===== src/rtl/spi_frame_pkg.sv =====
// Shared types and defaults for the serial frame transmitter.
// Holds the FSM state encoding and the counter-width helper.
package spi_frame_pkg;

    typedef enum logic [1:0] {
        IDLE,
        SHIFT,
        GAP
    } state_e;

    localparam int FRAME_LEN_DEF = 16;
    localparam int GAP_LEN_DEF   = 1;

    function automatic int cnt_width(input int n);
        return $clog2(n + 1);
    endfunction

endpackage


===== src/rtl/spi_frame_tx_if.sv =====
// Parallel word handshake between a word source and the transmitter.
interface spi_frame_tx_if #(
    parameter int W = 16
);
    logic         in_valid;
    logic [W-1:0] in_data;
    logic         in_ready;

    modport master (
        output in_valid,
        output in_data,
        input  in_ready
    );

    modport slave (
        input  in_valid,
        input  in_data,
        output in_ready
    );
endinterface


===== src/rtl/spi_frame_shreg.sv =====
// Parallel-load, shift-left register; MSB is the serial output.
module spi_frame_shreg #(
    parameter int W = 16
) (
    input  logic         clk,
    input  logic         rst,
    input  logic         load,
    input  logic         shift,
    input  logic [W-1:0] din,
    output logic         msb
);
    logic [W-1:0] sr_q;
    logic [W-1:0] sr_d;

    always_comb begin
        sr_d = sr_q;
        if (load) begin
            sr_d = din;
        end else if (shift) begin
            sr_d = {sr_q[W-2:0], 1'b0};
        end
    end

    always_ff @(posedge clk) begin
        if (rst) begin
            sr_q <= '0;
        end else begin
            sr_q <= sr_d;
        end
    end

    assign msb = sr_q[W-1];
endmodule


===== src/rtl/spi_frame_tx.sv =====
// Serial frame transmitter: ce high for FRAME_LEN clocks, data MSB-first.
// Define SPI_FRAME_TX_SVA_EN to compile in the framing assertions.
module spi_frame_tx
    import spi_frame_pkg::*;
#(
    parameter int FRAME_LEN = FRAME_LEN_DEF,
    parameter int GAP_LEN   = GAP_LEN_DEF
) (
    input  logic           clk,
    input  logic           rst,
    spi_frame_tx_if.slave  bus,
    output logic           ce,
    output logic           sdo,
    output logic           busy,
    output logic           done
);
    localparam int CW = cnt_width(FRAME_LEN);
    localparam logic [CW-1:0] CNT_LAST = CW'(FRAME_LEN - 1);
    localparam logic [3:0]    GAP_LAST = 4'(GAP_LEN - 1);

    state_e        state_q, state_d;
    logic [CW-1:0] cnt_q, cnt_d;
    logic [3:0]    gap_q, gap_d;
    logic          ce_q, ce_d;
    logic          done_q, done_d;
    logic          rdy_q, rdy_d;
    logic          load;
    logic          shift;

    always_comb begin
        state_d = state_q;
        cnt_d   = cnt_q;
        gap_d   = gap_q;
        load    = 1'b0;
        shift   = 1'b0;
        unique case (state_q)
            IDLE: begin
                if (bus.in_valid && rdy_q) begin
                    load    = 1'b1;
                    cnt_d   = '0;
                    state_d = SHIFT;
                end
            end
            SHIFT: begin
                shift = 1'b1;
                if (cnt_q == CNT_LAST) begin
                    cnt_d   = '0;
                    gap_d   = '0;
                    state_d = GAP;
                end else begin
                    cnt_d = cnt_q + 1'b1;
                end
            end
            GAP: begin
                if (gap_q == GAP_LAST) begin
                    state_d = IDLE;
                end else begin
                    gap_d = gap_q + 1'b1;
                end
            end
            default: state_d = IDLE;
        endcase
        // Outputs are registered from the next state so they align with it
        ce_d   = (state_d == SHIFT);
        done_d = (state_q == SHIFT) && (state_d == GAP);
        rdy_d  = (state_d == IDLE);
    end

    always_ff @(posedge clk) begin
        if (rst) begin
            state_q <= IDLE;
            cnt_q   <= '0;
            gap_q   <= '0;
            ce_q    <= 1'b0;
            done_q  <= 1'b0;
            rdy_q   <= 1'b0;
        end else begin
            state_q <= state_d;
            cnt_q   <= cnt_d;
            gap_q   <= gap_d;
            ce_q    <= ce_d;
            done_q  <= done_d;
            rdy_q   <= rdy_d;
        end
    end

    spi_frame_shreg #(
        .W(FRAME_LEN)
    ) u_shreg (
        .clk  (clk),
        .rst  (rst),
        .load (load),
        .shift(shift),
        .din  (bus.in_data),
        .msb  (sdo)
    );

    assign ce           = ce_q;
    assign done         = done_q;
    assign busy         = (state_q != IDLE);
    assign bus.in_ready = rdy_q;

`ifdef SPI_FRAME_TX_SVA_EN
    a_frame: assert property (@(posedge clk) disable iff (rst)
        !ce ##1 ce |-> ce[*FRAME_LEN] ##1 !ce[*GAP_LEN])
        else $error("ce framing violated");

    a_done: assert property (@(posedge clk) disable iff (rst)
        done == ($fell(ce) && !$past(rst)))
        else $error("done not aligned with ce fall");

    a_excl: assert property (@(posedge clk) disable iff (rst)
        !(bus.in_ready && ce))
        else $error("in_ready and ce both high");
`endif
endmodule

===== src/flat_wrapper.sv =====
// flat-port wrapper written by rule: the top's interface ports become plain ports
module spi_frame_tx_flat import spi_frame_pkg::*;
#(
    parameter int FRAME_LEN = FRAME_LEN_DEF,
    parameter int GAP_LEN   = GAP_LEN_DEF
)
  (clk, rst, ce, sdo, busy, done, bus_in_valid, bus_in_data, bus_in_ready);
  spi_frame_tx_if bus_i ();
  input  logic clk;
  input  logic rst;
  output logic ce;
  output logic sdo;
  output logic busy;
  output logic done;
  input wire logic [$bits(bus_i.in_valid)-1:0] bus_in_valid;
  input wire logic [$bits(bus_i.in_data)-1:0] bus_in_data;
  output wire logic [$bits(bus_i.in_ready)-1:0] bus_in_ready;
  assign bus_i.in_valid = bus_in_valid;
  assign bus_i.in_data = bus_in_data;
  assign bus_in_ready = bus_i.in_ready;
  spi_frame_tx #(.FRAME_LEN(FRAME_LEN), .GAP_LEN(GAP_LEN)) u_core (.clk(clk), .rst(rst), .bus(bus_i), .ce(ce), .sdo(sdo), .busy(busy), .done(done));
endmodule

===== config.mk =====
export PLATFORM = sky130hd
export DESIGN_NAME = spi_frame_tx_flat
export DESIGN_NICKNAME = d
export VERILOG_FILES = /design/src/rtl/spi_frame_pkg.sv /design/src/rtl/spi_frame_tx_if.sv /design/src/rtl/spi_frame_shreg.sv /design/src/rtl/spi_frame_tx.sv /design/src/flat_wrapper.sv
export SDC_FILE = /design/constraint.sdc
export NUM_CORES = 1
export LEC_CHECK = 0
export ABC_AREA = 1
export CAP_MARGIN = 30
export CORE_UTILIZATION = 50
export CTS_CLUSTER_DIAMETER = 100
export DETAILED_ROUTE_END_ITERATION = 8
export HOLD_SLACK_MARGIN = 0.15
export PLACE_DENSITY = 0.81
export SLEW_MARGIN = 20
export SYNTH_ARGS = -nofsm -noshare
export SYNTH_HDL_FRONTEND = slang
export SYNTH_SLANG_ARGS = --single-unit

===== constraint.sdc =====
create_clock -name clk -period 2.1 [get_ports clk]
set_clock_uncertainty 0.15 [all_clocks]
set_input_delay 0.42 -clock clk [delete_from_list [all_inputs] [get_ports clk]]
set_output_delay 0.42 -clock clk [all_outputs]
set_load 0.005 [all_outputs]

# After elaboration in Yosys (flattened, before gate mapping)
# Cells that the tools add are included.
# totals
rom_bits,0
latch_bits,0
ram_bits,0
ff_bits,30
wordCells,43
inputBits,19
n_memories,0
# op_classes
reduce_logical,11
n_eq_ne,8
mux,15
n_shift,0
bitwise,0
n_addsub,2
mul,0
n_lt_le_gt_ge,0
div,0
# ops
operator,n
$mux W16,2
$mux W5,2
$pmux W5 S2,1
$mux W4,2
$pmux W4 S2,1
$reduce_bool A2 Y1,4
$mux W2,3
$pmux W2 S3,1
$add A5 B1 Y5 const B,1
$eq A5 B4 Y1 const B,1
$add A4 B1 Y4 const B,1
$eq A2 B1 Y1 const B,2
$eq A2 B2 Y1 const B,2
$logic_not A2 Y1,2
$logic_not A4 Y1,1
$ne A2 B1 Y1 const B,2
$mux W1,3
$reduce_and A3 Y1,1
$logic_and A1 B1 Y1,2
$ne A2 B2 Y1 const B,1
$reduce_and A2 Y1,1

# Logic depth before layout (Yosys ltp)
# logic_depth
ltp_word,5
mapped_depth,9

# Modules after synthesis
# From an unflattened synthesis, not the netlist that was laid out.
# unflattened
hier_cells,211
hier_area_um2,1491.4
# by_module_without_submodules
mod,seq_area_each_um2,n_inst,cells_each,area_per_inst_um2
spi_frame_shreg,320.3,1,121,799.5
spi_frame_tx,280.3,1,90,691.9

# Least setup slack after synthesis
# OpenSTA, ideal clock, no wires.
# synth_timing
kind,flip-flop to flip-flop
from,reg u_core.state_q[0]
to,reg u_core.u_shreg.sr_q[4]
setup_slack_ns,0.556
path_stages_with_launch,9
period_less_slack_ns,1.544
required_time_ns,1.876
arrival_ns,1.320
setup_ns,0.074
path_cell_list,dfxtp_1 -> inv_1 -> ha_1 -> nand3_4 -> nand2_1 -> inv_1 -> buf_2 -> nand2_1 -> a31oi_1
# synth_via
elab_chain_len,3
word_cells_on_any_way,6
# synth_lines
element,line_no,source
from (decl),spi_frame_tx.sv:21,"state_e state_q, state_d;"
from (signal assigned),spi_frame_tx.sv:78,state_q <= state_d;
$eq A2 B1 Y1 or $logic_not A2 Y1 (tied branches),spi_frame_tx.sv:36,unique case (state_q)
$mux W1,spi_frame_tx.sv:36,
$reduce_bool A2 Y1 (no line) or $mux W16 (tied branches),n/a,
to (signal assigned),spi_frame_shreg.sv:28,sr_q <= sr_d;
to (decl),spi_frame_shreg.sv:12,logic [W-1:0] sr_q;
# Parallel ways exist; a longest one is shown, timed or not.
# A chain may end at the register's enable or synchronous reset.

# Worst setup path after layout
# layout_timing
from,reg u_core.rdy_q (netlist: u_core.bus.in_ready)
to,out bus_in_ready
# layout_rtl
element,line_no,source
from (decl),spi_frame_tx.sv:26,"logic rdy_q, rdy_d;"
from (signal assigned),spi_frame_tx.sv:83,rdy_q <= rdy_d;
to (decl),flat_wrapper.sv:17,output wire logic [$bits(bus_i.in_ready)-1:0] bus_in_ready;
# No word-level cell between the ends.

==> summary.md <==
| Metric | Value |
|---|---|
| H-tree depth | `2` |
| Core Rows | `18` |
| Clk slew on worst S/H paths | `0.10 ns` |
| Final worst slack | `roughly 0.27 ns` |
| CP max-delay cell | `clkdlybuf4s50_1` |
| Pleak | `a little over 0.7 nW` |
| Distinct cells, synth | `20` |
| DRT antenna net count | `0` |
| Worst Path Arrival | `1.26 ns` |
| Buf/Inv on CP | `1` |
| Crit path required time | `1.53 ns` |
| Clock sink count | `30` |
| PwrDens | `808 mW/mm²` |
| Final Hold Vio Count | `0` |
| First-pass DRT Iterations | `4` |
| Worst Path Max Fanout | `3` |
| GP Congestion | `a little under 0.9` |
| Final #Nets | `~250` |
| Max frequency | `~550 MHz` |
| Yosys warning count | `0` |
| CP cell instances | `clkdlybuf4s50_1` |
| Core Util, Final | `0.708` |
| Clock tree buffer depth | `2` |
| Period utilisation layout | `0.872` |
| CTS tree | `built` |
| Die area | `0.00305 mm²` |
| RSZ-0062 raised after global routing | `no` |
| Final critical-path required period | `between 1.5 and 2 ns` |
| Die X | `55.2 µm` |
| Outcome | `completed` |
| Most frequent cells in the layout | `nand2_1 (63), dfxtp_1 (28), nand3_1 (23)` |
| Share of cells above drive strength 1 | `0.103` |
| Seq cells post-synth | `30` |
| Via count | `1406` |
| Syn_nets | `around 220` |
| Max cap viols | `0` |
| Buffers on Ports | `23` |
| Antenna cells | `0` |
| Largest net degree at the start of global routing | `20` |
| Netlist Area Pre-Place | `~0.0014 mm²` |
| DR iter-0 viols | `65` |
| Syn Area/Cell | `around 7.3 µm²` |
| Peak VDD IR | `about 800 µV` |
| Sequential cell area fraction in the yosys report | `0.424` |
| Relative slew margins | `0.830` |
| Gate Count Post-Synth | `around 200` |
| Clock Latency Late Sink | `0.34 ns` |
| Post-DP HPWL | `about 2300 µm` |
| Core Region | `0.00257 mm²` |
| WHS | `between 0.3 and 0.4 ns` |
| CP peak stage delay | `~0.52 ns` |
| Placed cell areas | `0.00168 mm²` |
| Post-route cell area | `0.00182 mm²` |
| Fill count | `about 220` |
| Starting Density | `0.552` |
| Total grt overflow | `0` |
| Dpl ws | `roughly 0.23 ns` |
| CP Launch Type | `register` |
| Total CTS buffers | `5` |
| Hold_buf cts | `0` |
| Most common library cell in the layout ignoring fill and taps | `nand2_1` |
| Critical path capture point type | `output port` |
| Worst min path class | `register to register` |
| Top delay family on crit path | `buffers and inverters` |
| Post-Route WL | `between 3000 and 4000 µm` |
| Final Slew Violations | `0` |
| Slew at the pin closest to its max-slew limit | `0.255 ns` |
| Die Ht | `between 50 and 60 µm` |
| First-pass GRT wire length | `between 5000 and 6000 µm` |
| GRT Overall Usage | `0.222` |
| Fin cells | `approximately 250` |
| Vias in the first global route | `around 1300` |
| Clk root buf | `clkbuf_4` |
| Residual DRC | `0` |
| Vias/cell | `~5.5` |
| Final setup TNS | `0 ns` |
| Synthesis-to-finish area growth | `28.2%` |
| Placed cells | `about 250` |
| Tot Pwr | `1.47 mW` |
| WS Path Type | `register to output port` |
| Initial antenna violation count | `0` |
| I/O Pins | `24` |
| Endpoints failing setup | `0` |
| Per-cell routed wire length | `roughly 13 µm` |
## sequential cells by signal (all words and copies together) (netlist names)
signal / cells
u_core.gap_q: 4
u_core.bus.in_ready: 1
u_core.done: 1
u_core.ce: 1
u_core.u_shreg.sr_q: 16
u_core.state_q: 2
u_core.cnt_q: 5
## final timing paths
path,depth (start not counted),startpoint,end,slack [ns]
worst max-delay path,1,u_core.bus.in_ready$_SDFF_PP0_,bus_in_ready,0.27
worst min-delay path,2,u_core.u_shreg.sr_q[0]$_SDFFE_PP0P_,u_core.u_shreg.sr_q[0]$_SDFFE_PP0P_,0.33
worst max register to register,7,u_core.state_q[0]$_SDFF_PP0_,u_core.cnt_q[3]$_SDFFE_PP0P_,0.34
worst min register to register,2,u_core.u_shreg.sr_q[0]$_SDFFE_PP0P_,u_core.u_shreg.sr_q[0]$_SDFFE_PP0P_,0.33
## area by class of cell
cell class              instances  area (µm²)  area share
well taps                      30        37.5      0.0207
repair buffers                 28         270       0.149
clock buffers                   6        51.3      0.0282
multi-input cells             143         738       0.406
inverters                      15        56.3      0.0310
clock inverters                 2        60.1      0.0331
flip-flops and latches         30         603       0.332
## power by group
group | total, mW | internal, mW | switching (mW)
logic | 0.229 | 0.101 | 0.127
clock network | 0.618 | 0.403 | 0.215
registers | 0.622 | 0.600 | 0.0214
## synth_stat cells
cell type  instances  area share
nand2_1           63        0.17
xnor2_1            1      0.0062
o21bai_1           1      0.0053
buf_4              1      0.0053
o21ai_0            2      0.0071
ha_1               7       0.062
nand4_1            2      0.0088
or2_0              1      0.0044
a21oi_1           11       0.039
a31oi_1           15       0.066
clkbuf_1           2      0.0053
buf_2              4       0.014
nor2_1            13       0.034
inv_1             13       0.034
dfxtp_1           30        0.42
nand3_1           23       0.081
o21ai_2            2       0.012
inv_2              2      0.0053
nand3_4            1       0.012
xor2_1             1      0.0062
## kinds of logic (layout without fill, tap and decap cells)
logic type,after synthesis,count (layout),share of synthesized area
buffers and inverters,22,51,0.0644
adder cells (fa/ha/maj),7,7,0.0618
AO/OA/AOI/OAI,31,31,0.130
AND/OR/NAND/NOR,103,103,0.308
XOR/XNOR,2,2,0.0124
flip-flops,30,30,0.424
## metal layers
layer / vias up / global-route usage / wire length [µm]
li1: 703 / - / -
met1: 644 / 0.247 / 1370
met2: 48 / 0.372 / 1670
met3: 11 / 0.0562 / 185
met4: 0 / 0.150 / 100
met5: - / 0 / 0
## repair_timing
item,in CTS,in global routing
setup buffers,0,1
setup endpoints to repair,1,1
gates resized for setup,5,2
hold endpoints to repair,0,0
No activity file was read; power rests on OpenSTA's default activity.
